**src/rtl/alu_op_sequencer_if.sv**
```systemverilog
// rtl/alu_op_sequencer_if.sv - word input, ALU and result channels of the ALU op sequencer
interface alu_op_sequencer_if #(
    parameter int BITS_DATA = 8,
    parameter int BITS_OP   = 6
);
    // input word channel
    logic                 i_valid;
    logic                 o_ready;
    logic [BITS_DATA-1:0] i_data;
    logic                 i_abort;

    // ALU side
    logic [BITS_DATA-1:0] o_alu_a;
    logic [BITS_DATA-1:0] o_alu_b;
    logic [BITS_OP-1:0]   o_alu_op;
    logic [BITS_DATA-1:0] i_alu_result;

    // result channel
    logic [BITS_DATA-1:0] o_result;
    logic                 o_result_valid;
    logic                 i_result_ready;
    logic                 o_zero;
    logic                 o_neg;
    logic                 o_bad_op;

    // debug
    logic [2:0]           o_state;

    // sequencer view
    modport slave (
        input  i_valid, i_data, i_abort, i_alu_result, i_result_ready,
        output o_ready, o_alu_a, o_alu_b, o_alu_op,
        output o_result, o_result_valid, o_zero, o_neg, o_bad_op, o_state
    );

    // host / environment view
    modport master (
        output i_valid, i_data, i_abort, i_alu_result, i_result_ready,
        input  o_ready, o_alu_a, o_alu_b, o_alu_op,
        input  o_result, o_result_valid, o_zero, o_neg, o_bad_op, o_state
    );
endinterface

```
**src/rtl/alu_op_sequencer.sv**
```systemverilog
// rtl/alu_op_sequencer.sv - collects A, B, op words, drives the ALU and holds the flagged result
module alu_op_sequencer #(
    parameter int BITS_DATA = 8,
    parameter int BITS_OP   = 6
) (
    input  logic                i_clk,
    input  logic                i_rst_n,
    alu_op_sequencer_if.slave   bus
);

    typedef enum logic [2:0] {
        S_A    = 3'd0,
        S_B    = 3'd1,
        S_OP   = 3'd2,
        S_EXEC = 3'd3,
        S_OUT  = 3'd4
    } state_t;

    state_t               state;
    logic [BITS_DATA-1:0] alu_a;
    logic [BITS_DATA-1:0] alu_b;
    logic [BITS_OP-1:0]   alu_op;
    logic [BITS_DATA-1:0] result;
    logic                 zero;
    logic                 neg;
    logic                 bad_op;

    // The eight codes the ALU implements; anything else is flagged but still executed.
    function automatic logic op_is_bad(input logic [BITS_OP-1:0] op);
        logic bad;
        bad = 1'b1;
        case (op)
            BITS_OP'(6'b100000),   // add
            BITS_OP'(6'b100010),   // sub
            BITS_OP'(6'b100100),   // and
            BITS_OP'(6'b100101),   // or
            BITS_OP'(6'b100110),   // xor
            BITS_OP'(6'b000011),   // sra
            BITS_OP'(6'b000010),   // srl
            BITS_OP'(6'b100111):   // nor
                bad = 1'b0;
            default:
                bad = 1'b1;
        endcase
        return bad;
    endfunction

    // Upper bits of the op word carry no meaning.
    generate
        if (BITS_DATA > BITS_OP) begin : g_unused_hi
            logic unused_data_hi;
            assign unused_data_hi = ^bus.i_data[BITS_DATA-1:BITS_OP];
        end
    endgenerate

    // Sequencer state, operand/op registers and result capture; abort wins over every other action.
    always_ff @(posedge i_clk or negedge i_rst_n) begin
        if (!i_rst_n) begin
            state  <= S_A;
            alu_a  <= '0;
            alu_b  <= '0;
            alu_op <= '0;
            result <= '0;
            zero   <= 1'b0;
            neg    <= 1'b0;
            bad_op <= 1'b0;
        end else if (bus.i_abort) begin
            state <= S_A;
        end else begin
            case (state)
                S_A: begin
                    if (bus.i_valid) begin
                        alu_a <= bus.i_data;
                        state <= S_B;
                    end
                end
                S_B: begin
                    if (bus.i_valid) begin
                        alu_b <= bus.i_data;
                        state <= S_OP;
                    end
                end
                S_OP: begin
                    if (bus.i_valid) begin
                        alu_op <= bus.i_data[BITS_OP-1:0];
                        state  <= S_EXEC;
                    end
                end
                S_EXEC: begin
                    result <= bus.i_alu_result;
                    zero   <= (bus.i_alu_result == '0);
                    neg    <= bus.i_alu_result[BITS_DATA-1];
                    bad_op <= op_is_bad(alu_op);
                    state  <= S_OUT;
                end
                S_OUT: begin
                    if (bus.i_result_ready) begin
                        state <= S_A;
                    end
                end
                default: begin
                    state <= S_A;
                end
            endcase
        end
    end

    // Handshake outputs decode the registered state only, so no input reaches them combinationally.
    assign bus.o_ready        = (state == S_A) || (state == S_B) || (state == S_OP);
    assign bus.o_result_valid = (state == S_OUT);

    assign bus.o_alu_a  = alu_a;
    assign bus.o_alu_b  = alu_b;
    assign bus.o_alu_op = alu_op;
    assign bus.o_result = result;
    assign bus.o_zero   = zero;
    assign bus.o_neg    = neg;
    assign bus.o_bad_op = bad_op;
    assign bus.o_state  = state;

endmodule

```
**src/flat_wrapper.sv**
```systemverilog
// flat-port wrapper written by rule: the top's interface ports become plain ports
module alu_op_sequencer_flat 
#(
    parameter int BITS_DATA = 8,
    parameter int BITS_OP   = 6
)
  (i_clk, i_rst_n, bus_i_valid, bus_i_data, bus_i_abort, bus_i_alu_result, bus_i_result_ready, bus_o_ready, bus_o_alu_a, bus_o_alu_b, bus_o_alu_op, bus_o_result, bus_o_result_valid, bus_o_zero, bus_o_neg, bus_o_bad_op, bus_o_state);
  alu_op_sequencer_if #(.BITS_DATA(BITS_DATA), .BITS_OP(BITS_OP)) bus_i ();
  input  logic i_clk;
  input  logic i_rst_n;
  input wire logic [$bits(bus_i.i_valid)-1:0] bus_i_valid;
  input wire logic [$bits(bus_i.i_data)-1:0] bus_i_data;
  input wire logic [$bits(bus_i.i_abort)-1:0] bus_i_abort;
  input wire logic [$bits(bus_i.i_alu_result)-1:0] bus_i_alu_result;
  input wire logic [$bits(bus_i.i_result_ready)-1:0] bus_i_result_ready;
  output wire logic [$bits(bus_i.o_ready)-1:0] bus_o_ready;
  output wire logic [$bits(bus_i.o_alu_a)-1:0] bus_o_alu_a;
  output wire logic [$bits(bus_i.o_alu_b)-1:0] bus_o_alu_b;
  output wire logic [$bits(bus_i.o_alu_op)-1:0] bus_o_alu_op;
  output wire logic [$bits(bus_i.o_result)-1:0] bus_o_result;
  output wire logic [$bits(bus_i.o_result_valid)-1:0] bus_o_result_valid;
  output wire logic [$bits(bus_i.o_zero)-1:0] bus_o_zero;
  output wire logic [$bits(bus_i.o_neg)-1:0] bus_o_neg;
  output wire logic [$bits(bus_i.o_bad_op)-1:0] bus_o_bad_op;
  output wire logic [$bits(bus_i.o_state)-1:0] bus_o_state;
  assign bus_i.i_valid = bus_i_valid;
  assign bus_i.i_data = bus_i_data;
  assign bus_i.i_abort = bus_i_abort;
  assign bus_i.i_alu_result = bus_i_alu_result;
  assign bus_i.i_result_ready = bus_i_result_ready;
  assign bus_o_ready = bus_i.o_ready;
  assign bus_o_alu_a = bus_i.o_alu_a;
  assign bus_o_alu_b = bus_i.o_alu_b;
  assign bus_o_alu_op = bus_i.o_alu_op;
  assign bus_o_result = bus_i.o_result;
  assign bus_o_result_valid = bus_i.o_result_valid;
  assign bus_o_zero = bus_i.o_zero;
  assign bus_o_neg = bus_i.o_neg;
  assign bus_o_bad_op = bus_i.o_bad_op;
  assign bus_o_state = bus_i.o_state;
  alu_op_sequencer #(.BITS_DATA(BITS_DATA), .BITS_OP(BITS_OP)) u_core (.i_clk(i_clk), .i_rst_n(i_rst_n), .bus(bus_i));
endmodule
```
**config.mk**
```make
export PLATFORM = sky130hd
export DESIGN_NAME = alu_op_sequencer_flat
export DESIGN_NICKNAME = d
export VERILOG_FILES = /design/src/rtl/alu_op_sequencer_if.sv /design/src/rtl/alu_op_sequencer.sv /design/src/flat_wrapper.sv
export SDC_FILE = /design/constraint.sdc
export NUM_CORES = 1
export LEC_CHECK = 0
export CORE_UTILIZATION = 38
export DETAILED_ROUTE_END_ITERATION = 12
export GPL_TIMING_DRIVEN = 0
export PLACE_DENSITY = 0.75
export SYNTH_ARGS = -nofsm -noshare
export SYNTH_HDL_FRONTEND = slang
export SYNTH_SLANG_ARGS = --single-unit
```
**constraint.sdc**
```tcl
create_clock -name i_clk -period 1.6 [get_ports i_clk]
set_input_delay 0.32 -clock i_clk [delete_from_list [all_inputs] [get_ports i_clk]]
set_output_delay 0.32 -clock i_clk [all_outputs]
set_load 0.05 [all_outputs]
```
==> out/metrics.yaml <==
sta:
  hold_viol: 0
  hold_ws_ns: 0.110
  worst_pin_slew_ns: 0.774
  skew_ns: 0.0105
  period_share_pct: 99.2
  period_minus_slack_ns: 1.59
  max_slew_margin_pct: 48.4
  rsz0062_at_grt: "yes"
  max_freq_mhz: 630
  slew_violations: 0
  setup_violations: 0
yosys:
  ys_seq_area_share_pct: 59.7
  syn_inst: 98
  syn_area_um2: 1470
  syn_nets: 119
  ys_warn_count: 0
  synth_area_leader_cell: "dfrtp_1"
  ys_types: 27
  synth_top_area_share_pct: 59.7
  ys_ff_latch: 35
  synth.area.top_cells: "dfrtp_1 60%, mux2_2 17%, mux2_4 6.1%"
  avgSynthCellArea_um2: 15.0
routing:
  firstDrtPassIters: 4
  drc_errors: 0
  drt-initial-drc-count: 55
  dr_total_vias: 1052
  viasPerCell: 4.83
  antenna_left: 0
  wirelength_mm: 3.34
  wl_per_cell_um: 15.3
setup_path:
  crit_chain: "buf_6, nand3b_1, or3_4, mux2_4"
  crit_slowest_cell: "or3_4"
  worst-setup-path-type: "flip-flop to flip-flop"
  crit_arrival_ns: 1.77
  ff2ff_setup_slack_ns: 0.01
  cpPeakStageDelay_ns: 0.43
  cp_max_fo: 8
  end_kind: "flip-flop"
  worstSetupStartpointType: "flip-flop"
  cp.required_ns: 1.78
placed_design:
  hpwl_mm: 2.27
  gp_congestion: 0.758
  place_inst: 204
  io_buffers: 58
cells_and_area:
  drive_gt1_share_pct: 38.2
  layout_commonest_cell: "dlygate4sd2_1"
  area.growth.synth_to_final_pct: 58.8
  fin_nets: 190
  stdcell_count: 218
  final_cell_mix: "36 x dlygate4sd2_1, 32 x dfrtp_1, 17 x mux2_4, 17 x clkdlybuf4s50_1, 13 x mux2_2"
  antenna_cells: 0
floorplanning:
  dieWidth_um: 64.1
  die_height_um: 64.1
  pin_count: 59
  initial_core_util_pct: 39.8
  rows: 22
  die_area_um2: 4110
  core_um2: 3690
clock_tree:
  clock_sinks: 35
  cts_made_buffers: 5
  cts_max_level: 2
  clockBufferDepth: 2
  clk_latency_ns: 0.29
  clk_pin_slew_worst_paths_ns: 0.07
  cts_tree: "built"
  cts-root-buf: "clkbuf_8"
hold_path:
  hp-class: "input pin to asynchronous set/reset pin"
flow_run:
  drv_cap: 0
global_routing:
  grt_pass1_vias: 1089
  grt_pass1_wl_mm: 5.22
  grt_overflow: 0
  grt_antenna_before_repair: 0
  grt_max_degree: 36
  grt_use_total_pct: 17.2
power_and_ir_drop:
  p_per_area_nw_per_um2: 1580
  power_leakage_nw: 1.16
  ir_drop_mv: 1.16
  p_total_mw: 3.69
run_status:
  status: "completed"
==> per-stage QoR <==
| step | utilization [%] | TNS, ns | setup slack, ns | instance area (um2) |
|---|---|---|---|---|
| 6_report | 63.2 | 0 | 0.0127 | 2330 |
| 5_1_grt | 63.2 | -0.0778 | -0.0228 | 2330 |
| 4_1_cts | 61.8 | -0.159 | -0.0379 | 2280 |
| 3_5_place_dp | 59.2 | -13.21 | -0.728 | 2180 |
| 3_3_place_gp | 59.3 | -28.96 | -0.691 | 2190 |
| 2_1_floorplan | - | -2.44 | -0.154 | 1550 |
==> critical path, delay by kind of cell (launching register included) <==
kind,cells,cell delay [ns]
flops,1,0.41
mux,1,0.32
buf+inv,1,0.14
simple gates,2,0.60
==> routing by layer <==
| metal | track usage (%) | share of wire (%) | up-vias | routed length (um) |
|---|---|---|---|---|
| met3 | 6.96 | 7.8 | 4 | 260 |
| met2 | 27.0 | 47 | 39 | 1570 |
| met5 | 0 | 0 | - | 0 |
| met1 | 21.6 | 45 | 517 | 1490 |
| li1 | - | - | 492 | - |
| met4 | 5.56 | 0.39 | 0 | 13 |
==> where the power goes <==
group / switching (mW) / internal, mW
Combinational: 1.02 / 0.505
Sequential: 0.123 / 1.10
Clock: 0.322 / 0.623
Total: 1.47 / 2.23
==> repair_timing <==
action,in CTS,in global routing
buffers inserted,3,5
pin swaps,2,4
hold buffers,0,0
endpoints found under the setup margin,60,30
cloned,0,1
gates resized for setup,52,11
==> registers in the layout, summed over array words and instances, names as in the netlist <==
register and cells:
u_core.bus.o_result 8, u_core.bus.o_bad_op 1, u_core.bus.o_state 3, u_core.bus.o_alu_b 8, u_core.bus.o_alu_op 6, u_core.bus.o_alu_a 8
u_core.bus.o_zero 1
==> Yosys cell counts (all sizes together) <==
cell	n
nand2b	1
dfrtp	35
or3	1
a21o	2
a31oi	1
or4b	1
inv	3
clkbuf	1
nand3	1
nand3b	1
nor2	2
a21oi	2
nor3	1
o21ai	1
buf	6
nand2	1
nor3b	2
a311oi	1
nor4	3
and4bb	1
a211oi	1
mux2	30
==> layout make-up <==
cell class                      count  area (um2)
Sequential cell                    35         880
Clock buffer                        6        72.6
Buffer                              4        45.0
Fill cell                         300        1360
Clock inverter                      2        60.1
Inverter                            3        11.3
Tap cell                           48        60.1
Multi-Input combinational cell     53         598
Timing Repair Buffer               67         604
==> logic make-up after synthesis <==
logic type | synth area share, %
buf+inv | 3.75
compound gates | 3.58
simple gates | 8.44
flops | 59.7
mux | 24.6
==> final timing paths <==
check / start / to / depth (start not counted)
setup / recovery: u_core.bus.o_state[1] / u_core.bus.o_alu_b[6] / 4
hold / removal: i_rst_n / u_core.bus.o_alu_a[1] / 1
setup reg to reg: u_core.bus.o_state[1] / u_core.bus.o_alu_b[6] / 4
hold reg to reg: u_core.bus.o_result[5] / u_core.bus.o_result[5] / 1
max in group asynchronous: i_rst_n / u_core.bus.o_state[1] / 1
min in group i_clk: bus_i_abort / u_core.bus.o_state[1] / 2
Note: power is estimated with default switching activity, not from simulation.
